===== src/rtl/psec6_readout_seq.sv =====
`timescale 1ns/1ps
// psec6_readout_seq: walks the enabled channel digital blocks, shifts out each
// channel's trigger counter and CA..CE registers serially, and presents each
// result as a 16-bit {ch, reg, data} word with a valid/ready handshake.
module psec6_readout_seq #(
  parameter int NUM_CH  = 8,
  parameter int NUM_REG = 6
) (
  input  logic              SPI_CLK,
  input  logic              RST,
  input  logic              READOUT_REQ,
  input  logic [NUM_CH-1:0] CH_MASK,
  input  logic [NUM_CH-1:0] CNT_SER,
  output logic [NUM_CH-1:0] INST_READOUT,
  output logic [2:0]        SELECT_REG,
  output logic [15:0]       DATA_WORD,
  output logic              DATA_VALID,
  input  logic              DATA_READY,
  output logic              BUSY,
  output logic              DONE
);

  typedef enum logic [2:0] {S_IDLE, S_LOAD, S_SHIFT, S_OUT, S_DONE} state_t;

  state_t            state_q, state_d;
  logic [NUM_CH-1:0] mask_q, mask_d;
  logic [2:0]        ch_q, ch_d;
  logic [2:0]        reg_q, reg_d;
  logic [3:0]        bit_q, bit_d;
  logic [8:0]        shift_q, shift_d;
  logic [15:0]       word_q, word_d;

  logic [2:0]        first_ch;
  logic              first_any;
  logic [2:0]        next_ch;
  logic              next_any;
  logic              last_reg;
  logic              ser_bit;
  logic [9:0]        sampled;

  assign last_reg = (int'(reg_q) >= NUM_REG - 1);
  assign ser_bit  = CNT_SER[ch_q];
  assign sampled  = {shift_q, ser_bit};

  // Lowest enabled channel of the incoming request mask
  always_comb begin
    first_ch  = '0;
    first_any = 1'b0;
    for (int i = NUM_CH - 1; i >= 0; i--) begin
      if (CH_MASK[i]) begin
        first_ch  = 3'(i);
        first_any = 1'b1;
      end
    end
  end

  // Next enabled channel strictly above the current one in the latched mask
  always_comb begin
    next_ch  = '0;
    next_any = 1'b0;
    for (int i = NUM_CH - 1; i >= 0; i--) begin
      if (mask_q[i] && (i > int'(ch_q))) begin
        next_ch  = 3'(i);
        next_any = 1'b1;
      end
    end
  end

  // State register; reset aborts any sequence in flight without a DONE pulse
  always_ff @(posedge SPI_CLK or posedge RST) begin
    if (RST) state_q <= S_IDLE;
    else     state_q <= state_d;
  end

  // Next-state logic: one LOAD, ten SHIFT, OUT until accepted, then advance
  always_comb begin
    state_d = state_q;
    case (state_q)
      S_IDLE:  if (READOUT_REQ) state_d = first_any ? S_LOAD : S_DONE;
      S_LOAD:  state_d = S_SHIFT;
      S_SHIFT: if (bit_q == 4'd9) state_d = S_OUT;
      S_OUT:   if (DATA_READY) state_d = (!last_reg || next_any) ? S_LOAD : S_DONE;
      S_DONE:  state_d = S_IDLE;
      default: state_d = S_IDLE;
    endcase
  end

  // Sequencing registers: latched mask, channel/register position, shifter, output word
  always_comb begin
    mask_d  = mask_q;
    ch_d    = ch_q;
    reg_d   = reg_q;
    bit_d   = bit_q;
    shift_d = shift_q;
    word_d  = word_q;
    case (state_q)
      S_IDLE: begin
        if (READOUT_REQ) begin
          mask_d = CH_MASK;
          ch_d   = first_ch;
          reg_d  = '0;
        end
      end
      S_LOAD: bit_d = '0;
      S_SHIFT: begin
        shift_d = sampled[8:0];
        bit_d   = bit_q + 4'd1;
        // trigger_cnt is only 3 bits wide; its upper bits are not meaningful
        if (bit_q == 4'd9)
          word_d = {ch_q, reg_q, (reg_q == 3'd0) ? {7'd0, sampled[2:0]} : sampled};
      end
      S_OUT: begin
        if (DATA_READY) begin
          if (!last_reg) begin
            reg_d = reg_q + 3'd1;
          end else begin
            reg_d = '0;
            ch_d  = next_ch;
          end
        end
      end
      default: ;
    endcase
  end

  // Register update for the sequencing state
  always_ff @(posedge SPI_CLK or posedge RST) begin
    if (RST) begin
      mask_q  <= '0;
      ch_q    <= '0;
      reg_q   <= '0;
      bit_q   <= '0;
      shift_q <= '0;
      word_q  <= '0;
    end else begin
      mask_q  <= mask_d;
      ch_q    <= ch_d;
      reg_q   <= reg_d;
      bit_q   <= bit_d;
      shift_q <= shift_d;
      word_q  <= word_d;
    end
  end

  // Outputs decoded from the state; channel enable only while loading/shifting
  always_comb begin
    INST_READOUT = '0;
    SELECT_REG   = '0;
    if (state_q == S_LOAD || state_q == S_SHIFT) begin
      INST_READOUT[ch_q] = 1'b1;
      SELECT_REG         = reg_q;
    end
    DATA_WORD  = word_q;
    DATA_VALID = (state_q == S_OUT);
    BUSY       = (state_q != S_IDLE);
    DONE       = (state_q == S_DONE);
  end

endmodule

===== config.mk =====
export PLATFORM = sky130hd
export DESIGN_NAME = psec6_readout_seq
export DESIGN_NICKNAME = d
export VERILOG_FILES = /design/src/rtl/psec6_readout_seq.sv
export SDC_FILE = /design/constraint.sdc
export NUM_CORES = 1
export LEC_CHECK = 0
export BUFFER_PORTS_ARGS = -buffer_cell sky130_fd_sc_hd__buf_2
export CELL_PAD_IN_SITES_DETAIL_PLACEMENT = 0
export CELL_PAD_IN_SITES_GLOBAL_PLACEMENT = 1
export CORE_AREA = 2 2 106 108
export DETAILED_ROUTE_END_ITERATION = 6
export DIE_AREA = 0 0 108 110
export PLACE_DENSITY = 0.55
export SLEW_MARGIN = 20
export SYNTH_ARGS = -nofsm -noshare
export SYNTH_HDL_FRONTEND = slang
export SYNTH_SLANG_ARGS = --single-unit

===== constraint.sdc =====
create_clock -name SPI_CLK -period 1.8 [get_ports SPI_CLK]
set_input_delay 0.36 -clock SPI_CLK [delete_from_list [all_inputs] [get_ports SPI_CLK]]
set_output_delay 0.36 -clock SPI_CLK [all_outputs]
set_load 0.01 [all_outputs]

==> impl_metrics.py <==
metrics = {
    "clock_network": {
        "htreeDepth": 2,
        "cts_tree": "built",
        "clock-sinks": 45,
        "clk_latency_ns": 0.31,
        "cts-root-buf": "clkbuf_8",
        "clockBufferDepth": 2,
        "holdBufCountCts": 0,
        "cts_buffers": 5,
        "clk_pin_slew_ns": 0.10,
    },
    "final_layout": {
        "diodes": 0,
        "drive_above_1_share": 0.349,
        "num-fill-cells": 1190,
        "mostFrequentLayoutCell": "nand2_1",
        "layout_common_cells": "nand2_1 (67), buf_2 (46), dfrtp_1 (43)",
        "syn_to_final_growth_pct": 29.2,
        "fin_nets": 359,
    },
    "critical_path": {
        "crit_path_max_fanout": 3,
        "cp_num_cells": 5,
        "critical-path-top-delay-family": "flip-flops",
        "cp-end-kind": "primary output",
        "crit_required_ns": 1.44,
        "crit_chain": "xor2_1, and2b_2, buf_6, and2_4, buf_6",
        "reg2reg_depth": 7,
        "crit_buf_inv": 2,
        "critPathKind": "flip-flop to primary output",
        "path_common_cell": "buf_6",
        "cpMaxStageDelayCell": "dfrtp_2",
        "crit_arrival_ns": 1.54,
        "crit_path_start_kind": "flip-flop",
        "worst_path_largest_cell_delay_ns": 0.44,
    },
    "sta": {
        "relSlewSlack": 0.687,
        "finalClockSkew_ns": 0.00703,
        "hold_violations": 0,
        "period_needed_ns": 1.90,
        "setup-tns-final_ns": -0.610,
        "fin_ws_ns": -0.0997,
        "rsz0062_at_grt": "yes",
        "drv_slew": 0,
        "worstMarginPinSlew_ns": 0.469,
        "post-route-period-util": 1.06,
        "finalSetupViolations": 11,
        "fmax_mhz": 526,
    },
    "global_routing": {
        "grtUsageMet2": 0.164,
        "met1_usage": 0.156,
        "grt_max_degree": 46,
        "antenna_found_initial": 0,
        "grt_usage": 0.109,
        "grt_pass1_vias": 1902,
        "met3_usage": 0.0306,
        "grt_pass1_wl_um": 10000,
        "gr-total-overflow": 0,
        "grt.busiest_layer": "met2",
    },
    "synthesis": {
        "yosys_warnings": 0,
        "synth.avg_cell_area_um2": 9.09,
        "synthArstFlopShare": 1.00,
        "ys.flop_type": "dfrtp_1",
        "synth_edf_count": 0,
        "ys_seq_area_frac": 0.464,
        "syn-num-nets": 292,
        "syn_inst": 267,
        "yosys_register_bits": 45,
        "ys_types": 50,
        "synth_area_mm2": 0.00243,
    },
    "pwr": {
        "p_switching_mw": 2.17,
        "max-vdd-ir-drop_v": 0.000619,
        "p_leak_nw": 1.55,
        "power_mw": 5.12,
        "power.density_mw_per_mm2": 1630,
        "internal_power_mw": 2.95,
        "p_comb_frac": 0.533,
        "clockPowerShare": 0.130,
        "seqPwrFrac": 0.338,
        "netSwitchingFraction": 0.424,
    },
    "floorplanning": {
        "row_count": 38,
        "die_w_um": 108,
        "io_pins": 50,
        "initial_core_util": 0.227,
        "coreArea_mm2": 0.0107,
        "dieArea_mm2": 0.0119,
        "die_y_um": 110,
    },
    "route": {
        "viasPerCell": 4.28,
        "drtIter0Drc": 57,
        "wire_per_inst_um": 13.0,
        "num_vias": 2034,
        "post-route-drc-count": 0,
        "postRouteAntennaNets": 0,
        "firstDrtPassIters": 4,
        "finalWirelength_um": 6160,
    },
    "run_status": {
        "status": "complete, but fails checks",
        "violations": "negative setup slack",
    },
    "run": {
        "maxCapViolations": 0,
    },
    "placed_design": {
        "dp_hpwl_um": 4620,
        "io_buffers": 49,
        "place.gp.congestion": 0.726,
    },
    "min_path": {
        "hold_class": "input port to asynchronous set/reset pin",
    },
}
==> final cells by class <==
class                      instances  area [µm²]  area share
tap                              140         175      0.0559
multi-input combinational        199        1240       0.395
timing repair buffer              73         464       0.148
clock inverter                     3        21.3     0.00678
inverter                          10        40.0      0.0128
sequential                        45        1130       0.360
clock buffer                       5        68.8      0.0219
==> Yosys cell counts, drive strengths merged, types with 2 or more instances <==
cell    instances  share of area
o21ai          15          0.037
o22ai           3         0.0077
nand3          10          0.021
or4             2         0.0062
nand2          69           0.11
or3b            2         0.0072
o21bai          3          0.014
inv            10          0.015
a21oi           9          0.020
nor3b           3         0.0093
buf            10          0.031
a22oi           3         0.0093
nand2b          5          0.016
nor3            6          0.014
xor2            3          0.011
dfrtp          45           0.46
nor2b           7          0.021
and3            2         0.0052
o311a           2         0.0083
clkbuf          3         0.0046
a31oi           3         0.0077
and2            4          0.010
mux2           10          0.046
nor2           18          0.028
ha              5          0.026
==> sequential cells by signal (all words and copies together), names as in the netlist <==
register / cells
DATA_WORD: 16
bit_q: 4
ch_q: 3
mask_q: 7
reg_q: 3
shift_q: 9
state_q: 3
==> power groups by stage <==
stage	sequential [mW]	clock [mW]	combinational, mW
floorplan	1.66	0	1.60
global placement	1.75	0	2.39
detailed placement	1.76	0	2.41
CTS	1.73	0.697	2.63
global route	1.80	0.750	3.03
finish	1.73	0.665	2.73
==> final timing paths <==
kind,startpoint,end,slack (ns)
worst max-delay path,state_q[1]$_DFFE_PP0P_,SELECT_REG[2],-0.1
worst min-delay path,RST,DATA_WORD[1]$_DFFE_PP0P_,0.08
worst max register to register,state_q[1]$_DFFE_PP0P_,DATA_WORD[11]$_DFFE_PP0P_,0.08
worst min register to register,DATA_WORD[5]$_DFFE_PP0P_,DATA_WORD[5]$_DFFE_PP0P_,0.46
min in group SPI_CLK,CH_MASK[6],mask_q[6]$_DFFE_PP0P_,0.32
max in group asynchronous,RST,state_q[1]$_DFFE_PP0P_,1.50
==> per-layer routing <==
layer,vias to the layer above,part of all wire,wire (µm)
met5,-,0,0
met4,0,0.0075,46
met2,42,0.44,2710
met3,4,0.043,264
met1,949,0.51,3140
li1,1039,-,-
==> what timing repair did <==
action | in CTS | in global routing
gates resized for setup | 11 | 13
buffers inserted | 5 | 0
pin swaps | 1 | 2
endpoints found under the setup margin | 13 | 15
==> tightest hold or removal path, delay by kind of cell <==
kind / cells / cell delay, ns
buffers and inverters: 3 / 0.40
==> per-stage QoR <==
step / cells / area [µm²] / worst slack [ns] / hold slack (ns) / utilization
after detailed placement: 462 / 2920 / 0.0235 / 0.428 / 0.273
after global routing: 475 / 3140 / -0.189 / 0.0902 / 0.293
after global placement: 462 / 2920 / 0.0980 / 0.422 / 0.273
after CTS: 475 / 3080 / -0.111 / 0.0873 / 0.288
final: 475 / 3140 / -0.0997 / 0.0836 / 0.293
after floorplan: 267 / 2430 / 0.121 / 0.445 / -
==> logic make-up after synthesis <==
logic type,synth area share
flip-flops,0.464
multiplexers,0.0464
adder cells (fa/ha/maj),0.0258
XOR/XNOR,0.0144
buffers and inverters,0.0511
AO/OA/AOI/OAI,0.129
AND/OR/NAND/NOR,0.269
(Power assumes the default switching activity.)
